### src/rtl/rtlsta_arb.sv
// rtlsta_arb: engine-side scheduler in front of the CPU/engine RAM wrapper.
//   Shares the single engine read port and single engine write port among NREQ
//   requesters with independent round-robin arbitration, returns read data to the
//   issuing requester RDLAT cycles later, and forces an idle slot for the CPU path
//   after STARVE consecutive busy cycles while a CPU access is pending.
//
// Optional feature: define RTLSTA_ARB_INIT_EN to zero-fill the RAM after reset
//   (INIT state walks every address once before normal arbitration starts).
//
// Ports:
//   clk, rst                   clock, asynchronous active-low reset
//   req_re/req_ra              per-requester read request (level) and packed address
//   req_we/req_wa/req_wrd      per-requester write request (level), packed address/data
//   gnt_rd/gnt_wr              one-hot single-cycle accepts (combinational)
//   rd_vld/rd_dat              one-hot read-return valid and shared read data
//   up_pend                    CPU access pending in the wrapper
//   eng_re/eng_ra              engine read port to the wrapper
//   eng_we/eng_wa/eng_wrd      engine write port to the wrapper
//   eng_rdd                    engine read data from the wrapper
//   active, init_done          engine enable to the wrapper, RAM ready
module rtlsta_arb #(
    parameter int unsigned ADDRBIT = 5,
    parameter int unsigned WIDTH   = 32,
    parameter int unsigned NREQ    = 4,
    parameter int unsigned RDLAT   = 2,
    parameter int unsigned STARVE  = 15
) (
    input  logic                    clk,
    input  logic                    rst,
    input  logic [NREQ-1:0]         req_re,
    input  logic [NREQ*ADDRBIT-1:0] req_ra,
    input  logic [NREQ-1:0]         req_we,
    input  logic [NREQ*ADDRBIT-1:0] req_wa,
    input  logic [NREQ*WIDTH-1:0]   req_wrd,
    output logic [NREQ-1:0]         gnt_rd,
    output logic [NREQ-1:0]         gnt_wr,
    output logic [NREQ-1:0]         rd_vld,
    output logic [WIDTH-1:0]        rd_dat,
    input  logic                    up_pend,
    output logic                    eng_re,
    output logic [ADDRBIT-1:0]      eng_ra,
    output logic                    eng_we,
    output logic [ADDRBIT-1:0]      eng_wa,
    output logic [WIDTH-1:0]        eng_wrd,
    input  logic [WIDTH-1:0]        eng_rdd,
    output logic                    active,
    output logic                    init_done
);
    localparam int unsigned IW = $clog2(NREQ);
    localparam int unsigned CW = $clog2(STARVE + 1);

`ifdef RTLSTA_ARB_INIT_EN
    typedef enum logic [1:0] {StIdle, StInit, StRun} state_e;
`else
    typedef enum logic [1:0] {StIdle, StRun} state_e;
`endif

    state_e           r_state;
    state_e           w_state_nxt;
    logic [IW-1:0]    r_ptr_rd;
    logic [IW-1:0]    r_ptr_wr;
    logic [CW-1:0]    r_starve;
    logic [RDLAT-1:0] r_tag_vld;
    logic [IW-1:0]    r_tag_idx [RDLAT];
`ifdef RTLSTA_ARB_INIT_EN
    logic [ADDRBIT-1:0] r_init_addr;
`endif

    logic [IW:0]   w_rd_pick;
    logic [IW:0]   w_wr_pick;
    logic          w_rd_hit;
    logic          w_wr_hit;
    logic [IW-1:0] w_rd_idx;
    logic [IW-1:0] w_wr_idx;
    logic          w_force_idle;

    // Returns {hit, index}: first requester at or after ptr, wrapping modulo NREQ.
    function automatic logic [IW:0] f_rr_pick(input logic [NREQ-1:0] req,
                                              input logic [IW-1:0]   ptr);
        logic [IW:0] pick;
        int          slot;
        pick = '0;
        // Scan from the farthest slot back so the slot nearest the pointer wins.
        for (int k = int'(NREQ) - 1; k >= 0; k--) begin
            slot = int'(ptr) + k;
            if (slot >= int'(NREQ)) slot = slot - int'(NREQ);
            if (req[IW'(slot)]) pick = {1'b1, IW'(slot)};
        end
        return pick;
    endfunction

    assign w_rd_pick    = f_rr_pick(req_re, r_ptr_rd);
    assign w_wr_pick    = f_rr_pick(req_we, r_ptr_wr);
    assign w_rd_hit     = w_rd_pick[IW];
    assign w_wr_hit     = w_wr_pick[IW];
    assign w_rd_idx     = w_rd_pick[IW-1:0];
    assign w_wr_idx     = w_wr_pick[IW-1:0];
    // Counter reaching STARVE blanks both ports for one cycle to let the CPU in.
    assign w_force_idle = (r_starve == CW'(STARVE));

    // State register
    always_ff @(posedge clk or negedge rst) begin
        if (!rst) r_state <= StIdle;
        else      r_state <= w_state_nxt;
    end

    // Next-state logic
    always_comb begin
        w_state_nxt = r_state;
        case (r_state)
            StIdle: begin
`ifdef RTLSTA_ARB_INIT_EN
                w_state_nxt = StInit;
`else
                w_state_nxt = StRun;
`endif
            end
`ifdef RTLSTA_ARB_INIT_EN
            StInit: begin
                if (!w_force_idle && (r_init_addr == '1)) w_state_nxt = StRun;
            end
`endif
            StRun:   w_state_nxt = StRun;
            default: w_state_nxt = StIdle;
        endcase
    end

    // Output logic
    always_comb begin
        gnt_rd    = '0;
        gnt_wr    = '0;
        eng_re    = 1'b0;
        eng_ra    = '0;
        eng_we    = 1'b0;
        eng_wa    = '0;
        eng_wrd   = '0;
        active    = 1'b0;
        init_done = 1'b0;
        case (r_state)
`ifdef RTLSTA_ARB_INIT_EN
            StInit: begin
                active = 1'b1;
                if (!w_force_idle) begin
                    eng_we = 1'b1;
                    eng_wa = r_init_addr;
                end
            end
`endif
            StRun: begin
                active    = 1'b1;
                init_done = 1'b1;
                if (!w_force_idle) begin
                    if (w_rd_hit) begin
                        gnt_rd[w_rd_idx] = 1'b1;
                        eng_re           = 1'b1;
                        eng_ra           = req_ra[int'(w_rd_idx) * ADDRBIT +: ADDRBIT];
                    end
                    if (w_wr_hit) begin
                        gnt_wr[w_wr_idx] = 1'b1;
                        eng_we           = 1'b1;
                        eng_wa           = req_wa[int'(w_wr_idx) * ADDRBIT +: ADDRBIT];
                        eng_wrd          = req_wrd[int'(w_wr_idx) * WIDTH +: WIDTH];
                    end
                end
            end
            default: ;
        endcase
    end

    // Round-robin pointers and starvation counter
    always_ff @(posedge clk or negedge rst) begin
        if (!rst) begin
            r_ptr_rd <= '0;
            r_ptr_wr <= '0;
            r_starve <= '0;
        end else begin
            if (|gnt_rd) r_ptr_rd <= (w_rd_idx == IW'(NREQ - 1)) ? '0 : w_rd_idx + 1'b1;
            if (|gnt_wr) r_ptr_wr <= (w_wr_idx == IW'(NREQ - 1)) ? '0 : w_wr_idx + 1'b1;
            r_starve <= ((eng_re || eng_we) && up_pend) ? r_starve + 1'b1 : '0;
        end
    end

`ifdef RTLSTA_ARB_INIT_EN
    always_ff @(posedge clk or negedge rst) begin
        if (!rst)                              r_init_addr <= '0;
        else if ((r_state == StInit) && eng_we) r_init_addr <= r_init_addr + 1'b1;
    end
`endif

    // Read tag pipe: carries the granted requester index alongside the RAM latency.
    always_ff @(posedge clk or negedge rst) begin
        if (!rst) begin
            r_tag_vld <= '0;
            for (int s = 0; s < int'(RDLAT); s++) r_tag_idx[s] <= '0;
        end else begin
            r_tag_vld[0] <= eng_re;
            r_tag_idx[0] <= w_rd_idx;
            for (int s = 1; s < int'(RDLAT); s++) begin
                r_tag_vld[s] <= r_tag_vld[s-1];
                r_tag_idx[s] <= r_tag_idx[s-1];
            end
        end
    end

    always_comb begin
        rd_vld = '0;
        rd_dat = '0;
        if (r_tag_vld[RDLAT-1]) begin
            rd_vld[r_tag_idx[RDLAT-1]] = 1'b1;
            rd_dat                     = eng_rdd;
        end
    end

endmodule

### config.mk
export PLATFORM = sky130hd
export DESIGN_NAME = rtlsta_arb
export DESIGN_NICKNAME = d
export VERILOG_FILES = /design/src/rtl/rtlsta_arb.sv
export SDC_FILE = /design/constraint.sdc
export NUM_CORES = 1
export LEC_CHECK = 0
export ABC_AREA = 0
export CORE_AREA = 2 2 118 120
export CTS_CLUSTER_DIAMETER = 100
export CTS_CLUSTER_SIZE = 30
export DETAILED_ROUTE_END_ITERATION = 12
export DIE_AREA = 0 0 120 122
export MAX_ROUTING_LAYER = met4
export PLACE_DENSITY = 0.59
export SLEW_MARGIN = 20
export SYNTH_ARGS = -nofsm -noshare
export SYNTH_HDL_FRONTEND = slang
export SYNTH_SLANG_ARGS = --single-unit
export TNS_END_PERCENT = 100
### constraint.sdc
create_clock -name clk -period 6.7 [get_ports clk]
set_input_delay 2.01 -clock clk [delete_from_list [all_inputs] [get_ports clk]]
set_output_delay 2.01 -clock clk [all_outputs]
set_load 0.03 [all_outputs]
### After elaboration in Yosys (flattened, before gate mapping)

Index checks and enable logic that the tools add are counted.

| operators by class | value |
|---|---|
| reductions and logical operators | 9 |
| add/sub/neg operators | 17 |
| muxes and demuxes | 74 |
| $mul | 2 |
| bitwise operators | 0 |
| magnitude comparators | 22 |
| div/mod/pow operators | 0 |
| equality and inequality tests | 4 |
| shift-type cells | 3 |

Operators with widths:

| operator | number |
|---|---|
| 2-to-1 mux 32 bit | 4 |
| indexed part select 128 x 8 -> 32 bit | 1 |
| indexed part select 20 x 6 -> 5 bit | 2 |
| < comparator 2 x 4 -> 1 bit (second input constant) | 8 |
| 2-to-1 mux 4 bit | 8 |
| 2-to-1 mux 5 bit | 6 |
| 2-to-1 mux 1 bit | 27 |
| 2-to-1 mux 3 bit | 8 |
| 2-to-1 mux 2 bit | 10 |
| greater-or-equal comparator 3 bit (second input constant) | 6 |
| binary-select mux 1 bit (select 2 bit) | 8 |
| subtractor 2 x 1 -> 2 bit (second input constant) | 8 |
| adder 2 x 2 -> 3 bit (second input constant) | 4 |
| multiplier 2 x 3 -> 5 bit (second input constant) | 2 |
| < comparator 2 x 3 -> 1 bit (second input constant) | 3 |
| OR reduction 4 bit | 2 |
| adder 2 x 1 -> 3 bit (second input constant) | 2 |
| demux 1 bit (select 2 bit) | 3 |
| greater-or-equal comparator 2 x 1 -> 1 bit (second input constant) | 3 |
| greater-or-equal comparator 2 x 3 -> 1 bit (second input constant) | 2 |
| adder 2 x 1 -> 2 bit (second input constant) | 2 |
| adder 4 x 1 -> 4 bit (second input constant) | 1 |
| == test 2 bit (second input constant) | 2 |
| == test 4 bit (second input constant) | 1 |
| other kinds (5) | 8 |

| word-level totals | value |
|---|---|
| input bits | 211 |
| memory bits (read-only) | 0 |
| bits in writable memories | 0 |
| word-level logic and storage cells | 138 |
| bits in latches | 0 |
| output and inout bits | 90 |
| memories | 0 |
| register bits | 16 |

### Longest topological paths before layout

| logic depth | value |
|---|---|
| word-level depth | 18 |
| mapped depth | 9 |
| gate-level depth less buffers | 8 |

### Worst setup path after synthesis

Ideal clock, no wire load.

| path | value |
|---|---|
| kind | input to output |
| start point | input port req_we[2] |
| end point | output port gnt_wr[3] |
| buffers on the path | 2 |
| stages | 8 |
| arrival time | 3.687 ns |
| path slack | 1.003 ns |
| required time | 4.690 ns |
| cell sequence | mux2i_1 -> nor2_1 -> nor3_4 -> buf_6 -> buf_6 -> ha_1 -> inv_1 -> nor3_1 |

| between the ends | value |
|---|---|
| word-level cells in the longest chain between the ends | 14 |
| elaborated cells between the ends (all ways) | 24 |
| those cells by class | order compare: 2; mux: 21; reduce/logical: 1 |

Ends and longest elaborated chain:

| what | RTL line | source |
|---|---|---|
| start, declared | 32 | `input logic [NREQ-1:0] req_we,` |
| binary-select mux 1 bit (select 2 bit) | 87 | `if (req[IW'(slot)]) pick = {1'b1, IW'(slot)};` |
| 2-to-1 mux 1 bit (not written as such) (2 in series) | 87 |  |
| 2-to-1 mux 3 bit (3 in series) | 87 |  |
| 2-to-1 mux 3 bit * | 87 |  |
| < comparator 2 x 3 -> 1 bit (not written as such) or greater-or-equal comparator 2 x 1 -> 1 bit (tied branches) | 159 | `gnt_wr[w_wr_idx] = 1'b1;` |
| logical AND 1 bit (not written as such) | 159 |  |
| 2-to-1 mux 1 bit (not written as such) | 159 |  |
| demux 1 bit (select 2 bit) | 159 |  |
| 2-to-1 mux 4 bit * | 158 | `if (w_wr_hit) begin` |
| 2-to-1 mux 4 bit * | 152 | `if (!w_force_idle) begin` |
| 2-to-1 mux 4 bit * | 139 | `case (r_state)` |
| end, declared | 36 | `output logic [NREQ-1:0] gnt_wr,` |

Every way passes the cells marked *; elsewhere a longest branch is shown, timed or not. The select of a mux whose other input is x is not followed.

### Worst setup path after layout

| path | value |
|---|---|
| start point | input port req_we[0] |
| end point | output port eng_wrd[14] |

| between the ends | value |
|---|---|
| word-level cells in the longest chain between the ends | 11 |
| elaborated cells between the ends (all ways) | 20 |
| those cells by class | shift: 1; mux: 19 |

Ends and longest elaborated chain:

| what | RTL line | source |
|---|---|---|
| binary-select mux 1 bit (select 2 bit) | 87 |  |
| 2-to-1 mux 1 bit (not written as such) (2 in series) | 87 |  |
| 2-to-1 mux 3 bit (3 in series) | 87 |  |
| 2-to-1 mux 3 bit * | 87 |  |
| indexed part select 128 x 8 -> 32 bit | 162 | `eng_wrd = req_wrd[int'(w_wr_idx) * WIDTH +: WIDTH];` |
| 2-to-1 mux 32 bit * | 158 |  |
| 2-to-1 mux 32 bit * | 152 |  |
| 2-to-1 mux 32 bit * | 139 |  |
| end, declared | 44 | `output logic [WIDTH-1:0] eng_wrd,` |

Marked as above.

==> impl_summary.log <==
INFO  metric drv_cap = 0
INFO  metric design_power_total = 1.252 mW
INFO  metric antenna_found_initial = 0
INFO  metric globalplace.congestion = 0.8142
INFO  metric post_drt_wl_per_cell = 14.96 um
INFO  metric maximum_frequency_from_static_timing_analysis = 154.7 MHz
INFO  metric portBuffers = 300
INFO  metric grtUsageTotal = 13.95%
INFO  metric slew-limit-headroom = 50.71%
INFO  metric synth_cells = 268
INFO  metric final-max-slew-violation-count = 0
INFO  metric timing.final.setup_violations = 0
INFO  metric cts_made_buffers = 3
INFO  metric synth.distinct_cells = 39
INFO  metric synth_fp_nets = 482
INFO  metric syn_area = 2280 um^2
INFO  metric grt_overflow = 0
INFO  metric multi_input_area = 1760 um^2
INFO  metric seq_total_area_yosys = 16.47%
INFO  metric worst_r2r_path_depth = 8
INFO  metric final.setup_skew = 2.581 ps
INFO  metric cts.path.max_buffers = 2
INFO  metric dieArea = 14640 um^2
INFO  metric antenna-diode-count = 0
INFO  metric layout_filler_cell_count = 1360
INFO  metric synth.area.mux_share = 38.31%
INFO  metric tritoncts_clock_tree = built
INFO  metric finalHoldViolations = 0
INFO  metric dieWidth = 120 um
INFO  metric postSynth.asyncResetShare = 100.0%
INFO  metric layout-drive-gt1-share = 8.571%
INFO  metric worstMarginPinSlew = 739.4 ps
INFO  metric hpwlAfterDp = 9713 um
INFO  metric worstSetupEndpoint = eng_wrd[14]
INFO  metric core-area = 13500 um^2
INFO  metric run_status = finished, final reports clean
INFO  metric post-route-period-util = 96.45%
INFO  metric grt_setup_unrepaired = false
INFO  metric route.vias.total = 3289
INFO  metric timing.critical_path.from_type = input pin
INFO  metric initial_utilization = 16.88%
INFO  metric core.rowCount = 43
INFO  metric ys_dominant_reg_cell = sky130_fd_sc_hd__dfrtp_1
INFO  metric synth_seq_cells = 15
INFO  metric synth_compound_gate_area_share = 17.29%
INFO  metric cts_hold_repair_buffers = 0
INFO  metric grt_pass1_wl = 16040 um
INFO  metric crit_path_arrival_time = 4450 ps
INFO  metric hold_class = reg -> reg
INFO  metric io-pin-count = 301
INFO  metric synth_top_family_by_area = multiplexers
INFO  metric worst_ep_required_time = 4690 ps
INFO  metric seqCellArea = 375.4 um^2
INFO  metric fin_crit = 6462 ps
INFO  metric htree_levels = 1
INFO  metric timing.critical_path.fanout_max = 40
INFO  metric irDropWorstVdd = 0.0001214 V
INFO  metric yosysTopAreaCellShare = 37.32%
INFO  metric clk_root_buffer_cell = sky130_fd_sc_hd__clkbuf_16
INFO  metric r2r-end = r_ptr_wr[1]
INFO  metric drt_iter0_markers = 57
INFO  metric cts.reportedPaths.clkPinSlew = 50 ps
INFO  metric leakagePower = 2.279 nW
INFO  metric number_of_flops_mapped_to_enable_cells_by_yosys = 0
INFO  metric route.antenna.remaining_nets = 0
INFO  metric grt_start_max_net_pins = 41
INFO  metric rrSetupSlack = 4290 ps
INFO  metric die_y = 122 um
INFO  metric setup.worst_path.start = req_we[0]
INFO  metric drt_first_pass_iters = 4
INFO  metric synth.most_common_cell = sky130_fd_sc_hd__mux2i_1
INFO  metric avgSynthCellArea = 8.506 um^2
INFO  metric detail_route.drc_violations = 0
INFO  metric totalWireLength = 11070 um
INFO  metric grt_pass1_vias = 3335
INFO  metric synthTopCellsByArea = sky130_fd_sc_hd__mux2i_1, sky130_fd_sc_hd__dfrtp_1, sky130_fd_sc_hd__o22ai_1
INFO  metric final_nets = 775
INFO  metric rr_startpoint = r_ptr_wr[1]
INFO  metric critical_path.endpoint_type = primary output
INFO  metric area_added_between_synthesis_and_finish = 141.7%
INFO  metric synthSimpleGateAreaFrac = 18.99%
INFO  metric hold_ws = 346.2 ps
INFO  metric cts_sinks = 15
INFO  metric synth.cells.most_frequent = sky130_fd_sc_hd__mux2i_1, sky130_fd_sc_hd__o22ai_1, sky130_fd_sc_hd__and2_1, sky130_fd_sc_hd__dfrtp_1, sky130_fd_sc_hd__nor2_1
INFO  metric synth_adder_area_share = 1.647%
INFO  metric power.density = 227.3 nW/um^2
INFO  metric netlist.top_cell.by_area = sky130_fd_sc_hd__mux2i_1
INFO  metric ys.warnings.count = 0
INFO  metric setup-tns-final = 0 ps
INFO  metric vias_per_cell = 4.445
INFO  metric parity_gate_share_of_the_synthesized_area_counting_xor_and_xnor_cells = 0.7684%
INFO  metric clock_insertion_delay_worst_skew = 240 ps
INFO  metric setup.worst_path.class = in -> out
worst min-delay path by stage:
stage | startpoint | endpoint | cells after the start
floorplan | r_tag_idx[2] | r_tag_idx[0] | 0
global placement | r_tag_idx[2] | r_tag_idx[0] | 0
detailed placement | r_tag_idx[2] | r_tag_idx[0] | 0
CTS | r_tag_idx[2] | r_tag_idx[0] | 0
global route | r_tag_idx[3] | r_tag_idx[1] | 0
finish | r_tag_idx[2] | r_tag_idx[0] | 0
timing repair:
item / 4_1_cts / 5_1_grt
setup buffers: 0 / 0
gates resized for setup: 0 / 1
setup endpoints to repair: 0 / 4
cells by family after synthesis:
kind of cell             Yosys count
AO/OA/AOI/OAI                     60
XOR/XNOR                           2
adder cells (fa/ha/maj)            3
buffers and inverters             26
flip-flops                        15
multiplexers                      87
other                              1
AND/OR/NAND/NOR                   74
sequential cells by signal, summed over array words and instances, names as in the netlist:
name       count
r_ptr_rd       2
r_tag_idx      4
r_ptr_wr       2
r_tag_vld      2
r_starve       4
r_state        1
placed cells by master, fill, tap and decap left out, types with 2 or more instances in the layout:
| cell | netlist | final |
|---|---|---|
| sky130_fd_sc_hd__o22ai_1 | 42 | 42 |
| sky130_fd_sc_hd__and3b_1 | 2 | 2 |
| sky130_fd_sc_hd__nand2_1 | 6 | 6 |
| sky130_fd_sc_hd__inv_1 | 5 | 5 |
| sky130_fd_sc_hd__nor2_1 | 14 | 14 |
| sky130_fd_sc_hd__nand2b_1 | 5 | 5 |
| sky130_fd_sc_hd__o21a_1 | 2 | 2 |
| sky130_fd_sc_hd__a21oi_1 | 6 | 6 |
| sky130_fd_sc_hd__mux2i_1 | 85 | 85 |
| sky130_fd_sc_hd__ha_1 | 3 | 3 |
| sky130_fd_sc_hd__buf_4 | 2 | 31 |
| sky130_fd_sc_hd__clkbuf_16 | 0 | 3 |
| sky130_fd_sc_hd__mux2_1 | 2 | 2 |
| sky130_fd_sc_hd__nor2b_1 | 2 | 2 |
| sky130_fd_sc_hd__nand3_1 | 2 | 2 |
| sky130_fd_sc_hd__clkdlybuf4s50_1 | 0 | 273 |
| sky130_fd_sc_hd__dfrtp_1 | 15 | 15 |
| sky130_fd_sc_hd__and2_1 | 32 | 32 |
| sky130_fd_sc_hd__buf_12 | 0 | 4 |
| sky130_fd_sc_hd__o21ai_1 | 3 | 3 |
| sky130_fd_sc_hd__nor3_1 | 3 | 3 |
layer usage:
layer  GRT usage, %  wire (um)
met1          13.77       3785
met2          27.06       6015
met3          3.418       1050
met4          3.824        221
met5              -          0
cell type report:
cell class | count | area share [%]
repair buffers | 308 | 55.28
well taps | 180 | 4.088
multi-input cells | 227 | 31.96
flip-flops and latches | 15 | 6.814
clock inverters | 1 | 0.09085
inverters | 6 | 0.4088
clock buffers | 3 | 1.363
critical path, cell delays in order:
cell and delay, ps:
sky130_fd_sc_hd__clkdlybuf4s50_1 560, sky130_fd_sc_hd__a21oi_1 90, sky130_fd_sc_hd__o21a_1 180, sky130_fd_sc_hd__o22ai_2 200, sky130_fd_sc_hd__inv_2 110, sky130_fd_sc_hd__buf_12 200
sky130_fd_sc_hd__mux2i_1 200, sky130_fd_sc_hd__o22ai_1 180, sky130_fd_sc_hd__clkdlybuf4s50_1 700
power by group:
part	internal (mW)	switching, mW	total (mW)
combinational	0.479	0.520	0.999
clock	0.0794	0.0337	0.113
sequential	0.115	0.0242	0.140
total	0.674	0.578	1.25
through the flow:
step,setup WS [ps],utilization [%],area [um^2],cells
after floorplan,1003,-,2280,268
after global placement,208.9,40.19,5428,736
after detailed placement,84.77,40.19,5428,736
after CTS,88.90,40.79,5508,740
after global routing,115.5,40.79,5509,740
final,237.5,40.79,5509,740
No activity file was read; power rests on OpenSTA's default activity.
==> variant, RTL diff (same flow settings) <==
Change the parameter `WIDTH` from 32 to 16.
--- a/src/rtl/rtlsta_arb.sv
+++ b/src/rtl/rtlsta_arb.sv
@@ -21,5 +21,5 @@
 module rtlsta_arb #(
     parameter int unsigned ADDRBIT = 5,
-    parameter int unsigned WIDTH   = 32,
+    parameter int unsigned WIDTH   = 16,
     parameter int unsigned NREQ    = 4,
     parameter int unsigned RDLAT   = 2,
Ports: changed (resized eng_rdd, eng_wrd, rd_dat and req_wrd); port bits go from 301 to 189. The function was not compared with the original's and may differ.
==> variant against the original RTL <==
  * Wire length shrank 35%
  * Power shrank 25%
  * Sequential power is essentially flat
  * Largest power group unchanged
  * Cell area shrank 30%
  * Critical path type unchanged
  * Sequential cell count is the same
  * Synthesized cell count shrank 27%
  * Synthesized area shrank 24%
  * Setup slack lost 39 ps
  * Via count shrank 33%
  * Clock skew shrank 2.1 ps
==> variant: results (changes against the original RTL) <==
** Routing
- The post-route met1 wirelength was 3030 um (was 3790 um).
- Via-per-instance ratio :: 3.93 (was 4.44)
- Detail-routed net length per standard cell :: 13.0 um (was 15.0 um)
- The number of detailed-routing iterations run before antenna repair came to 4 (unchanged).
- The wire length on met2 is 3700 um (was 6020 um).

** Pwr
- The power per cell area is 245 mW/mm^2 (was 227 mW/mm^2).
- Comb group :: 685 uW (was 999 uW)
- The proportion of power drawn by the clock network is 0.121 (was 0.090).
- Switching component of the power :: 417 uW (was 578 uW)
- The static leakage was 1.59 nW (was 2.28 nW).
- Largest voltage drop on the vdd net :: 86.5 uV (was 121 uV)

** Synthesis
- Number of distinct library cells after synthesis :: 36 (was 39)
- Mux cell area share after synthesis :: 0.321 (was 0.383)
- Top cells by count, synth: sky130_fd_sc_hd__mux2i_1 (53), sky130_fd_sc_hd__o22ai_1 (26), sky130_fd_sc_hd__and2_1 (16) (was sky130_fd_sc_hd__mux2i_1 (85), sky130_fd_sc_hd__o22ai_1 (42), sky130_fd_sc_hd__and2_1 (32)).
- The sequential-to-total area share from yosys stat is 0.218 (was 0.165).
- Synthesized net count :: 329 (was 482)
- The synthesized-area fraction occupied by xor and xnor cells was 0.0102 (was 0.00768).
- Syn Inst Count :: 195 (was 268)
- Largest cells by area after synthesis :: sky130_fd_sc_hd__mux2i_1 (31%), sky130_fd_sc_hd__dfrtp_1 (22%), sky130_fd_sc_hd__o22ai_1 (9.4%), sky130_fd_sc_hd__and2_1 (5.8%), sky130_fd_sc_hd__nor2_1 (2.4%) (was sky130_fd_sc_hd__mux2i_1 (37%), sky130_fd_sc_hd__dfrtp_1 (16%), sky130_fd_sc_hd__o22ai_1 (12%), sky130_fd_sc_hd__and2_1 (8.8%), sky130_fd_sc_hd__nor2_1 (2.3%))
- Synth Area in Compound Gates :: 0.185 (was 0.173)

** Placement
- The final weighted congestion of routability-driven global placement came to 0.747 (was 0.814).
- Placed cell areas :: 0.00376 sq mm (was 0.00543 sq mm)
- The quantity of I/O buffers inserted on ports was 188 (was 300).
- DP HPWL :: 6090 um (was 9710 um)
- Cells after DPL :: 556 (was 736)

** STA
- Rel. slew slack :: 0.544 (was 0.507)

** Global routing
- The global-route met1 utilization came to 0.114 (was 0.138).
- All-Layer GR Usage :: 0.0954 (was 0.140)
- Largest net degree at the start of global routing :: 24 (was 41)
- The number of global-route vias before repair is 2,230 (was 3,335).
- The met3 usage in global routing is 0.0192 (was 0.0342).

** Setup path
- The arrival time of the worst setup path is 4490 ps (was 4450 ps).
- The largest fanout on the critical path was 5 (was 40).

** Status
- Status :: completed (unchanged)

** Layout
- Count of filler cells inserted in the layout :: 1,405 (was 1,360)
- Layout Nets :: 515 (was 775)
- The share of final-layout standard cells stronger than drive strength 1 came to 0.105 (was 0.0857).
==> variant: final cells by class <==
class,instances,area share
clock buffer,4,0.0205
inverter,6,0.00587
multi-input combinational,159,0.320
sequential,15,0.0978
tap,180,0.0587
timing repair buffer,196,0.497
==> variant: kinds of logic after synthesis <==
| kind of cell | count (synthesis) |
|---|---|
| AOI/OAI and AO/OA | 46 |
| xor gates and xnor gates | 2 |
| adders and majority gates | 3 |
| buffers and inverters | 21 |
| DFF | 15 |
| muxes | 55 |
| other | 1 |
| and+or+nand+nor | 52 |
==> variant: worst paths after layout <==
path / cells after the start / startpoint / slack [ps] / end
setup / recovery: 8 / req_re[3] / 200 / gnt_rd[3]
hold / removal: 0 / r_tag_vld[0] / 340 / r_tag_vld[1]
setup reg to reg: 8 / r_ptr_wr[1] / 4620 / r_ptr_wr[1]
hold reg to reg: 0 / r_tag_vld[0] / 340 / r_tag_vld[1]
max in group asynchronous: 1 / rst / 4080 / r_tag_vld[0]
min in group asynchronous: 1 / rst / 2190 / r_ptr_wr[1]
